**config.mk**
```make
export PLATFORM = sky130hd
export DESIGN_NAME = approx_seq_mul
export DESIGN_NICKNAME = d
export VERILOG_FILES = /design/src/rtl/approx_seq_mul.sv
export SDC_FILE = /design/constraint.sdc
export NUM_CORES = 1
export LEC_CHECK = 0
export ABC_AREA = 1
export CORE_MARGIN = 5
export CORE_UTILIZATION = 40
export CTS_CLUSTER_SIZE = 30
export DETAILED_ROUTE_END_ITERATION = 10
export PLACE_DENSITY_LB_ADDON = 0.15
export SETUP_SLACK_MARGIN = 0.2
export SYNTH_ARGS = -nofsm -noshare
export SYNTH_HDL_FRONTEND = slang
export SYNTH_SLANG_ARGS = --single-unit
```
**constraint.sdc**
```tcl
create_clock -name clk -period 12.4 [get_ports clk]
set_input_delay 1.24 -clock clk [delete_from_list [all_inputs] [get_ports clk]]
set_output_delay 1.24 -clock clk [all_outputs]
set_load 0.1 [all_outputs]
```
**src/rtl/approx_seq_mul.sv**
```systemverilog
// Sequential shift-add multiplier producing an exact and a column-truncated product in parallel,
// with error distance and running error statistics (saturating count and maximum).
module approx_seq_mul #(
   parameter int unsigned W     = 4,
   parameter int unsigned TRUNC = 2,
   parameter int unsigned CNT_W = 8
) (
   input  logic             clk,
   input  logic             rst,
   input  logic             start,
   input  logic [W-1:0]     a,
   input  logic [W-1:0]     b,
   input  logic             clr_stats,
   output logic             busy,
   output logic             done,
   output logic [2*W-1:0]   p_exact,
   output logic [2*W-1:0]   p_apx,
   output logic [2*W-1:0]   err_dist,
   output logic [CNT_W-1:0] err_cnt,
   output logic [2*W-1:0]   err_max
);

   localparam int unsigned IW = $clog2(W);
   // Shifting by TRUNC == 2W yields an all-zero mask, so every column is dropped.
   localparam logic [2*W-1:0] APX_MASK = {(2*W){1'b1}} << TRUNC;

   typedef enum logic [1:0] {StIdle, StRun, StDone} state_t;

   state_t         state;
   logic [W-1:0]   a_q, b_q;
   logic [IW-1:0]  iter;
   logic [2*W-1:0] acc_exact, acc_apx;

   logic [2*W-1:0] pp, acc_exact_nxt, acc_apx_nxt, diff;
   logic           last;

   // The final iteration's sum feeds the outputs on the same edge it is accumulated.
   always_comb begin
      pp            = {{W{1'b0}}, a_q} << iter;
      acc_exact_nxt = acc_exact;
      acc_apx_nxt   = acc_apx;
      if (b_q[iter]) begin
         acc_exact_nxt = acc_exact + pp;
         acc_apx_nxt   = acc_apx + (pp & APX_MASK);
      end
      diff = acc_exact_nxt - acc_apx_nxt;
      last = (iter == IW'(W - 1));
   end

   always_ff @(posedge clk or posedge rst) begin
      if (rst) begin
         state     <= StIdle;
         a_q       <= '0;
         b_q       <= '0;
         iter      <= '0;
         acc_exact <= '0;
         acc_apx   <= '0;
         busy      <= 1'b0;
         done      <= 1'b0;
         p_exact   <= '0;
         p_apx     <= '0;
         err_dist  <= '0;
         err_cnt   <= '0;
         err_max   <= '0;
      end else begin
         done <= 1'b0;
         if (clr_stats) begin
            err_cnt <= '0;
            err_max <= '0;
         end
         case (state)
            StIdle, StDone: begin
               if (start) begin
                  a_q       <= a;
                  b_q       <= b;
                  iter      <= '0;
                  acc_exact <= '0;
                  acc_apx   <= '0;
                  busy      <= 1'b1;
                  state     <= StRun;
               end else begin
                  state <= StIdle;
               end
            end
            StRun: begin
               acc_exact <= acc_exact_nxt;
               acc_apx   <= acc_apx_nxt;
               iter      <= iter + 1'b1;
               if (last) begin
                  state    <= StDone;
                  busy     <= 1'b0;
                  done     <= 1'b1;
                  p_exact  <= acc_exact_nxt;
                  p_apx    <= acc_apx_nxt;
                  err_dist <= diff;
                  // A coincident clear wins and this result is not counted.
                  if (!clr_stats) begin
                     if (diff != '0 && err_cnt != '1) err_cnt <= err_cnt + 1'b1;
                     if (diff > err_max) err_max <= diff;
                  end
               end
            end
            default: state <= StIdle;
         endcase
      end
   end

endmodule

```
==> Word-level counts from Yosys, hierarchy flattened <==
Index checks and enable logic that the tools add are counted.
{ "word_totals": {"ff_bits": 70, "output_inout_bits": 42, "wordCells": 63} }
{ "classes": {"addsub": 5, "n_lt_le_gt_ge": 2, "eq_ne": 6, "shifts": 1, "muxes": 27, "reduce_logical": 9} }
{ "op_table": {"columns": ["op", "count"], "rows": [
  ["$mux W8", 13],
  ["$pmux W8 S2", 2],
  ["$add A8 B8 Y8", 2],
  ["$add A8 B1 Y8 const B", 1],
  ["$gt A8 B8 Y1", 1],
  ["$ne A8 B8 Y1 const B", 1],
  ["$pmux W2 S2", 2],
  ["$reduce_bool A8 Y1", 1],
  ["$shl A4 B2 Y8", 1],
  ["$sub A8 B8 Y8", 1],
  ["$mux W1", 6],
  ["$reduce_and A2 Y1", 3],
  ["$eq A2 B2 Y1 const B", 2],
  ["$mux W2", 2],
  ["$ne A2 B2 Y1 const B", 2],
  ["$lt A2 B3 Y1 const B", 1],
  ["$reduce_and A3 Y1", 1],
  ["$add A2 B1 Y2 const B", 1],
  ["$bmux W1 S2", 1],
  ["$eq A2 B1 Y1 const B", 1],
  ["$logic_not A2 Y1", 1],
  ["$pmux W1 S2", 1],
  ["$reduce_bool A2 Y1", 1],
  ["$reduce_or A2 Y1", 1],
  ["$logic_and A1 B1 Y1", 1]
]} }

==> Longest topological paths before layout <==
Gate-level depths: netlist of the first run.
{ "logic_depth": {"ltp_word": 10, "depth_mapped": 35, "depth_no_buf": 33} }

==> Least setup slack after synthesis of the first run <==
No wires, ideal clock.
{ "synth_path": {"path_kind": "register -> register", "from": "register iter[0]", "to": "register err_max[4]", "setup_time_ns": 0.083, "arrival_time_ns": 4.356, "t_required_ns": 12.317, "path_slack_ns": 7.961, "stages_incl_launch_ff": 30, "path_buffers": 2, "synth_period_minus_slack_ns": 4.439, "path_cell_list": "dfrtp_1 > buf_6 > inv_6 > or2_2 > o21ai_0 > inv_1 > o21ai_0 > inv_1 > ha_1 > inv_1 > nand2_1 > a31o_2 > a21oi_1 > xor2_1 > o21ai_0 > ha_1 > a21oi_1 > nand3_1 > nand2_1 > inv_1 > ha_1 > nand2_1 > nor2_1 > nand2_1 > o211ai_1 > nand2_1 > clkbuf_1 > a211oi_1 > o21ai_0 > o21ai_0"} }
{ "synth_between": {"elab_chain_cells": 9, "elab_cells_between_ends": 14} }
{ "synth_rtl": {"columns": ["element", "line", "rtl"], "rows": [
  ["from (decl)", "31", "logic [IW-1:0] iter;"],
  ["from (signal assigned)", "88", "iter <= iter + 1'b1;"],
  ["$shl A4 B2 Y8 / $bmux W1 S2 (equally long branches)", "39, 42", null],
  ["$add A8 B8 Y8 / $mux W1 (equally long branches)", "43, 42", null],
  ["$mux W8 (*)", "42", "if (b_q[iter]) begin"],
  ["named net acc_exact_nxt[6]", "34", "logic [2*W-1:0] pp, acc_exact_nxt, acc_apx_nxt, diff;"],
  ["$sub A8 B8 Y8 (*)", "46", "diff = acc_exact_nxt - acc_apx_nxt;"],
  ["named net diff[7]", "34", null],
  ["$gt A8 B8 Y1 (*)", "99", "if (diff > err_max) err_max <= diff;"],
  ["$mux W8 (*)", "99", null],
  ["$mux W8 (*)", "97", "if (!clr_stats) begin"],
  ["$mux W8 (*)", "89", "if (last) begin"],
  ["$mux W8 (*)", "71", "case (state)"],
  ["to (signal assigned)", "99", null],
  ["to (decl)", "20", "output logic [2*W-1:0] err_max"]
]} }
Mark *: on every way through the listed nets, which the timed path passes. The rest lies on a longest branch. The select of a mux whose other input is x is not followed.
A chain may end at the register's enable or synchronous reset.

==> Worst setup path in the final report of the first run <==
{ "layout_path": {"from": "register iter[0]", "to": "register err_max[2]"} }
Same word-level chain as after synthesis.

==> results of run 1 <==
[cell families (layout without fill, tap and decap cells)]
logic type	after synthesis	count (layout)	share of synthesized area, %
AO/OA/AOI/OAI	99	99	13.16
AND/OR/NAND/NOR	230	230	26.18
multiplexers	6	6	1.577
flip-flops	65	65	39.43
other	2	4	0.1821
buffers and inverters	95	146	9.675
adder cells (fa/ha/maj)	29	29	9.160
XOR/XNOR	3	3	0.6371
[through the flow]
stage          worst slack [ns]  hold slack (ns)  area [µm²]
2_1_floorplan             7.961           0.4963        4133
3_3_place_gp              7.364           0.4609        4727
3_5_place_dp              7.141           0.4641        4727
4_1_cts                   7.093           0.4896        4900
5_1_grt                   6.323           0.5025        4900
6_report                  7.069           0.4833        4900
[final cells by class]
cell class | count | area, µm² | area share (%)
clock buffers | 13 | 158.9 | 3.243
well taps | 136 | 170.2 | 3.473
flip-flops and latches | 65 | 1627 | 33.20
multi-input cells | 371 | 2107 | 43.00
repair buffers | 53 | 525.5 | 10.73
clock inverters | 2 | 13.76 | 0.2809
inverters | 78 | 297.8 | 6.078
[final timing paths]
| kind | startpoint | endpoint | cells after the start |
|---|---|---|---|
| worst max-delay path | iter[0]$_DFFE_PP0P_ | err_max[2]$_DFF_PP0_ | 31 |
| worst max register to register | iter[0]$_DFFE_PP0P_ | err_max[2]$_DFF_PP0_ | 31 |
| worst min-delay path | p_apx[6]$_DFFE_PP0P_ | p_apx[6]$_DFFE_PP0P_ | 2 |
| max in group asynchronous | rst | p_exact[7]$_DFFE_PP0P_ | 3 |
| min in group asynchronous | rst | err_cnt[5]$_DFF_PP0_ | 3 |
| worst min register to register | p_apx[6]$_DFFE_PP0P_ | p_apx[6]$_DFFE_PP0P_ | 2 |
[cells in the final DEF (no fill, tap or decap), types with 4 or more instances in the layout]
cell	n
nor2_1	24
nand2_2	10
dfrtp_1	65
nand2_1	127
inv_1	72
clkbuf_8	11
clkdlybuf4s50_1	51
nand4_1	5
o22ai_1	12
inv_2	5
ha_1	27
nand3_1	41
a21oi_1	24
o21ai_0	52
nand3_2	6
mux2_2	4
conb_1	4
[cell usage after synthesis, types with 4 or more instances]
library cell | instances | area [µm²]
mux2_2 | 4 | 45.04
inv_1 | 73 | 274.0
nand3_1 | 41 | 205.2
o22ai_1 | 12 | 75.07
ha_1 | 27 | 337.8
nand4_1 | 5 | 31.28
nor2_1 | 24 | 90.09
clkbuf_1 | 9 | 33.78
o21ai_0 | 52 | 260.3
buf_4 | 4 | 30.03
nand2_1 | 127 | 476.7
nand2_2 | 10 | 62.56
dfrtp_1 | 65 | 1627
inv_2 | 4 | 15.01
a21oi_1 | 24 | 120.1
nand3_2 | 6 | 60.06
[critical path: cells and delay by family (launching register included)]
family / cells / cell delay [ns]
AND/OR/NAND/NOR: 12 / 1.56
AO/OA/AOI/OAI: 8 / 1.23
adder cells (fa/ha/maj): 3 / 1.04
flip-flops: 1 / 0.62
buffers and inverters: 7 / 0.61
XOR/XNOR: 1 / 0.16
[routing by layer]
layer | track usage [%] | vias to the layer above | wire length [µm]
met4 | 5.191 | 0 | 170
met3 | 2.772 | 13 | 426
met5 | 0 | - | 0
li1 | - | 1824 | -
met1 | 24.45 | 1650 | 5061
met2 | 24.77 | 84 | 4130
[sequential cells by signal (all words and copies together), names as in the netlist, 4 cells and up]
register / count
err_cnt: 8
p_apx: 6
a_q: 4
err_dist: 7
err_max: 8
acc_exact: 8
acc_apx: 6
b_q: 4
p_exact: 8
==> out/qor.yml, run 1 <==
timing:
  worst_pin_slew_ns: 0.9892
  hold_viol_final: 0
  fin_crit_sh_pct: 42.99
  rsz0062_at_grt: "false"
  post-route-min-period_ns: 5.331
  setup_violations: 0
  fin_worst_skew_ns: 0.01248
  slew_viol_final: 0
  timing.fmax_mhz: 187.6
  slew_headroom_pct: 33.85
  setup_tns_ns: 0
synthesis:
  synth.distinct_cells: 38
  yosysWarningCount: 0
  synth_edf_count: 0
  synthFlopType: "dfrtp_1"
  synth-seq-cells: 65
  synth.avg_cell_area_um2: 7.798
  synthCells: 529
  yosysSeqAreaShare_pct: 39.43
  synthArstFlopShare_pct: 100.0
  netlist_area_um2: 4125
worst_setup_path:
  cp_max_fo: 11
  worstSetupStartpointType: "register"
  cp_common_cell: "nand2_1"
  slowest_stage: "dfrtp_1"
  r2r_slack_ns: 7.07
  crit_arrival_ns: 5.55
  max_stage_delay_ns: 0.62
  worstSetupPathType: "reg -> reg"
  required_ns: 12.62
  worst_setup_path_end_kind: "register"
global_routing:
  grt_max_degree: 66
  grt_pass1_vias: 3470
  overflow: 0
  grt_first_pass_wirelength_um: 17040
  antenna_found_initial: 0
  grt_util_all_layers_pct: 16.55
die:
  core_um2: 10180
  ioPinCount: 54
  rows: 37
  die_area_um2: 12440
  fp.dieW_um: 111.6
  fp.dieH_um: 111.6
  start_util_pct: 40.50
clock_tree:
  post_cts_buffers: 0
  clock-root-buffer: "clkbuf_8"
  clk_latency_ns: 0.34
  cts-htree-levels: 3
  cts_sinks: 65
  cts_tree: "built"
  cts_made_buffers: 9
  cts-resized-gates: 0
  cts_buffer_depth: 2
  clk_pin_slew_ns: 0.07
  postCtsHoldBufs: 0
cells_and_area:
  final_core_util_pct: 48.11
  instances_no_fill: 718
  synthToLayoutAreaGrowth_pct: 18.77
  nFillCells: 1030
  nets: 619
  n_antenna_cell: 0
  drive_above_1_share_pct: 9.450
job:
  maxCapViolations: 0
drt:
  first_iter_violations: 209
  drcViolationCount: 0
  final_antenna_net_count: 0
  viasPerCell: 4.974
  dr.pass1.iters: 4
  route.vias.total: 3571
  wl_um: 9788
  avgRoutedWirePerCell_um: 13.63
worst_hold_path:
  min_path_type: "reg -> reg"
outcome:
  status: "finished clean"
placement:
  dp_hpwl_um: 7242
  io_buffers: 51
  gp_congestion: 0.8880
  dpl.cell_count: 703
Power of run 1 is left out: the tool's default activity adds up to more than one toggle a clock period on the data nets, which glitch-free logic cannot reach.
==> run 2: changes to the inputs <==
- clock period: 12.4 -> 4.8 ns (I/O delays scaled with it)
==> out/qor.yml, run 2 (synthesis gave the netlist of run 1 again) <==
die:
  die_area_um2: 12440  # unchanged
  core_um2: 10180  # unchanged
  ioPinCount: 54  # unchanged
  start_util_pct: 40.50  # unchanged
  rows: 37  # unchanged
  fp.dieH_um: 111.6  # unchanged
  fp.dieW_um: 111.6  # unchanged
timing:
  post-route-min-period_ns: 4.305  # -1.026 ns
  rsz0062_at_grt: "false"
  slew_headroom_pct: 33.58  # -0.27 points
  worst_pin_slew_ns: 0.9932  # +0.004009 ns
  timing.fmax_mhz: 232.3  # +24%
  fin_crit_sh_pct: 89.68  # +47 points
  setup_tns_ns: 0  # unchanged
  fin_worst_skew_ns: 0.009775  # -0.002709 ns
  hold_viol_final: 0  # unchanged
  slew_viol_final: 0  # unchanged
  setup_violations: 0  # unchanged
global_routing:
  grt_max_degree: 66  # unchanged
  grt_util_all_layers_pct: 17.05  # +0.50 points
  overflow: 0  # unchanged
  grt_first_pass_wirelength_um: 17400  # +2.1%
  antenna_found_initial: 0  # unchanged
  grt_pass1_vias: 3582  # +3.2%
drt:
  avgRoutedWirePerCell_um: 13.88  # +1.8%
  drcViolationCount: 0  # unchanged
  viasPerCell: 4.989  # +0.31%
  dr.pass1.iters: 4  # unchanged
  route.vias.total: 3632  # +1.7%
  first_iter_violations: 172  # -18%
  wl_um: 10110  # +3.3%
  final_antenna_net_count: 0  # unchanged
worst_setup_path:
  required_ns: 5.06  # -7.56 ns
  worst_setup_path_end_kind: "register"
  cp_max_fo: 10  # -1
  slowest_stage: "dfrtp_2"
  worstSetupPathType: "reg -> reg"
  worstSetupStartpointType: "register"
  max_stage_delay_ns: 0.45  # -0.17 ns
  crit_arrival_ns: 4.56  # -0.99 ns
  cp_common_cell: "nand2_1"
cells_and_area:
  n_antenna_cell: 0  # unchanged
  final_common_cell: "nand2_1"
  synthToLayoutAreaGrowth_pct: 23.84
  drive_above_1_share_pct: 15.20  # +5.8 points
  layout_common_cells: "nand2_1 (122), inv_1 (71), dfrtp_1 (64)"
  nets: 629  # +1.6%
  nFillCells: 1018  # -1.2%
outcome:
  status: "finished clean"
clock_tree:
  cts_made_buffers: 9  # unchanged
  cts_buffer_depth: 2  # unchanged
  clock-root-buffer: "clkbuf_8"
  cts-htree-levels: 3  # unchanged
  cts_tree: "built"
  clk_pin_slew_ns: 0.07  # about the same
  clk_latency_ns: 0.35  # about the same
  cts_sinks: 65  # unchanged
placement:
  dp_hpwl_um: 7421  # +2.5%
  gp_congestion: 0.9418  # +6.1%
  io_buffers: 51  # unchanged
job:
  maxCapViolations: 0  # unchanged
worst_hold_path:
  min_path_type: "reg -> reg"
## run 2: critical path, delay by kind of cell, from the launching register on
kind | cells | cell delay [ns]
buffers and inverters | 5 | 0.47
multiplexers | 1 | 0.15
flip-flops | 1 | 0.45
AO/OA/AOI/OAI | 6 | 1.07
adder cells (fa/ha/maj) | 3 | 0.94
AND/OR/NAND/NOR | 13 | 1.14
## run 2: cell type report
type	count	area (µm²)	area share (%)
sequential	65	1628	31.86
tap	136	170.2	3.331
multi-input combinational	371	2210	43.25
timing repair buffer	63	608.1	11.90
inverter	78	297.8	5.829
clock inverter	4	53.80	1.053
clock buffer	11	141.4	2.768
## run 2: path summary, 6_finish.rpt
check	from	slack, ns	endpoint	cells after the start
max in group asynchronous	rst	3.51	iter[0]$_DFFE_PP0P_	3
worst max register to register	iter[0]$_DFFE_PP0P_	0.50	err_max[7]$_DFF_PP0_	28
worst min register to register	p_exact[4]$_DFFE_PP0P_	0.48	p_exact[4]$_DFFE_PP0P_	2
worst max-delay path	iter[0]$_DFFE_PP0P_	0.50	err_max[7]$_DFF_PP0_	28
worst min-delay path	p_exact[4]$_DFFE_PP0P_	0.48	p_exact[4]$_DFFE_PP0P_	2
min in group asynchronous	rst	0.70	err_dist[5]$_DFFE_PP0P_	3
## run 2: layer usage
| layer | track usage (%) | up-vias | share of wire, % |
|---|---|---|---|
| li1 | - | 1845 | - |
| met2 | 25.25 | 83 | 43 |
| met4 | 6.002 | 0 | 1.7 |
| met3 | 3.913 | 13 | 4.1 |
| met5 | 0 | - | 0 |
| met1 | 24.49 | 1691 | 51 |
## run 2: metrics by stage
stage                     cells  util [%]  worst slack, ns  hold WS [ns]  area (µm²)
after floorplan             531         -           0.3609        0.4963        4133
after global placement      710     46.93           0.3244        0.4634        4780
after detailed placement    710     46.93           0.1298        0.4736        4780
after CTS                   725     48.92           0.2490        0.4907        4982
after global routing        728     50.16           0.1316        0.5270        5109
final                       728     50.16           0.4954        0.4820        5109
## run 2: what timing repair did
action | 4_1_cts | 5_1_grt
buffers inserted | 0 | 3
gates cloned | 0 | 0
setup endpoints to repair | 7 | 8
resized for setup | 5 | 31
pin swaps | 0 | 7
hold buffers | 0 | 0
Power of run 2 is left out for the same reason.
==> run 3: changes to the inputs <==
- CORE_UTILIZATION: 40 -> 35
- CTS_BUF_LIST: not set -> sky130_fd_sc_hd__clkbuf_4 sky130_fd_sc_hd__clkbuf_8
- TNS_END_PERCENT: not set -> 100
==> out/qor.yml, run 3 (synthesis gave the netlist of run 1 again) <==
die:
  die_area_um2: 14060  # +13%
  core_um2: 11470  # +13%
  fp.dieW_um: 118.6  # +6.3%
  start_util_pct: 35.97  # -4.5 points
  fp.dieH_um: 118.6  # +6.3%
  rows: 39  # +5.4%
  ioPinCount: 54  # unchanged
cells_and_area:
  final_core_util_pct: 45.46  # -4.7 points
  seqCellArea_um2: 1628  # unchanged
  nets: 635  # +0.95%
  stdcell_area_um2: 5213  # +2.0%
  synthToLayoutAreaGrowth_pct: 26.36
  layout_common_cells: "nand2_1 (122), inv_1 (71), dfrtp_1 (64)"
  nFillCells: 1134  # +11%
  final_common_cell: "nand2_1"
  n_antenna_cell: 0  # unchanged
  multiInputGateArea_um2: 2201  # -0.40%
  drive_above_1_share_pct: 16.03  # +0.82 points
drt:
  drcViolationCount: 0  # unchanged
  route.vias.total: 3657  # +0.69%
  wl_um: 10500  # +3.9%
  avgRoutedWirePerCell_um: 14.15  # +1.9%
  first_iter_violations: 230  # +34%
  viasPerCell: 4.929  # -1.2%
  dr.pass1.iters: 5  # +1
  final_antenna_net_count: 0  # unchanged
worst_setup_path:
  cp_max_fo: 7  # -3
  max_stage_delay_ns: 0.41  # -0.04 ns
  crit_arrival_ns: 4.54  # -0.02 ns
  slowest_stage: "dfrtp_2"
  required_ns: 5.08  # +0.02 ns
  r2r_slack_ns: 0.54  # +0.05 ns
  worstReg2RegStart: "iter[0]$_DFFE_PP0P_"
  worstSetupPathType: "reg -> reg"
  worst_setup_path_end_kind: "register"
  worstSetupStartpointType: "register"
  timing.rr.end: "err_max[7]$_DFF_PP0_"
  cp_common_cell: "nand2_1"
  rr_worst_depth: 30  # +7.1%
worst_hold_path:
  min_path_type: "in -> async"
global_routing:
  busiest_layer: "met2"
  grt_use_met3_pct: 2.531  # -1.4 points
  antenna_found_initial: 0  # unchanged
  overflow: 0  # unchanged
  grt_max_degree: 48  # -27%
  grt_pass1_vias: 3486  # -2.7%
  use_met2_pct: 22.17  # -3.1 points
  grtUsageMet1_pct: 21.52  # -3.0 points
  grt_util_all_layers_pct: 15.17  # -1.9 points
  grt_first_pass_wirelength_um: 17220  # -1.1%
timing:
  timing.hold.ws_ns: 0.4324  # -0.04952 ns
  fin_crit_sh_pct: 88.66  # -1.0 points
  slew_viol_final: 0  # unchanged
  timing.fmax_mhz: 235.0  # +1.2%
  post-route-min-period_ns: 4.256  # -0.04906 ns
  setup_tns_ns: 0  # unchanged
  slew_headroom_pct: 33.99  # +0.41 points
  rsz0062_at_grt: "false"
  setup_violations: 0  # unchanged
  fin_worst_skew_ns: 0.01199  # +0.002211 ns
  hold_viol_final: 0  # unchanged
  worst_pin_slew_ns: 0.9870  # -0.006188 ns
clock_tree:
  cts-htree-levels: 3  # unchanged
  clk_pin_slew_ns: 0.08  # about the same
  postCtsHoldBufs: 0  # unchanged
  cts_tree: "built"
  cts_sinks: 65  # unchanged
  clk_latency_ns: 0.36  # about the same
  cts_made_buffers: 9  # unchanged
  clock-root-buffer: "clkbuf_8"
  cts_buffer_depth: 2  # unchanged
placement:
  io_buffers: 51  # unchanged
  place_area_um2: 4811  # +0.65%
  gp_congestion: 0.8946  # -5.0%
  dp_hpwl_um: 7783  # +4.9%
job:
  maxCapViolations: 0  # unchanged
outcome:
  status: "finished clean"
[run 3: cell count changes in the layout (fill, tap and decap cells not counted), moves of 2 or more]
cell,before,now
o21ai_1,4,7
clkinvlp_4,2,0
nor2_2,5,3
bufinv_16,1,3
buf_4,10,17
o21ai_2,6,4
[run 3: worst max-delay path by stage]
stage	from	end	depth (start not counted)
after floorplan	iter[0]$_DFFE_PP0P_	err_max[4]$_DFF_PP0_	29
after global placement	iter[0]$_DFFE_PP0P_	err_max[2]$_DFF_PP0_	28
after detailed placement	iter[0]$_DFFE_PP0P_	err_max[2]$_DFF_PP0_	28
after CTS	iter[0]$_DFFE_PP0P_	err_max[4]$_DFF_PP0_	34
after global routing	iter[0]$_DFFE_PP0P_	err_max[4]$_DFF_PP0_	33
final	iter[0]$_DFFE_PP0P_	err_max[7]$_DFF_PP0_	30
[run 3: repair_timing]
action	in CTS	in global routing
resized for setup	4	30
setup buffers	0	6
endpoints found under the setup margin	5	8
pin swaps	0	8
[run 3: stage by stage]
| stage | cells | setup WS [ns] |
|---|---|---|
| CTS | 736 | 0.2369 |
| global route | 742 | 0.1809 |
| global placement | 720 | 0.2562 |
| finish | 742 | 0.5444 |
| detailed placement | 720 | 0.09006 |
| floorplan | 531 | 0.3609 |
[run 3: routing by layer]
layer	part of all wire [%]	vias to the layer above
met2	43	86
met1	50	1699
met3	4.5	18
li1	-	1854
met5	0	-
met4	2.5	0
[run 3: final cells by class]
type / count / share of cell area, %
Multi-Input combinational cell: 371 / 42.22
Sequential cell: 65 / 31.23
Timing Repair Buffer: 69 / 12.46
Inverter: 78 / 5.713
Tap cell: 143 / 3.433
Clock buffer: 12 / 3.048
Clock inverter: 4 / 1.896
[run 3: critical path, delay by kind of cell (launching register included)]
kind                       cells  cell delay, ns
and+or+nand+nor               13            1.31
adders and majority gates      3            0.89
AOI/OAI and AO/OA              7            0.74
buffers and inverters          6            0.57
DFF                            1            0.41
muxes                          1            0.25
Power of run 3 is left out for the same reason.
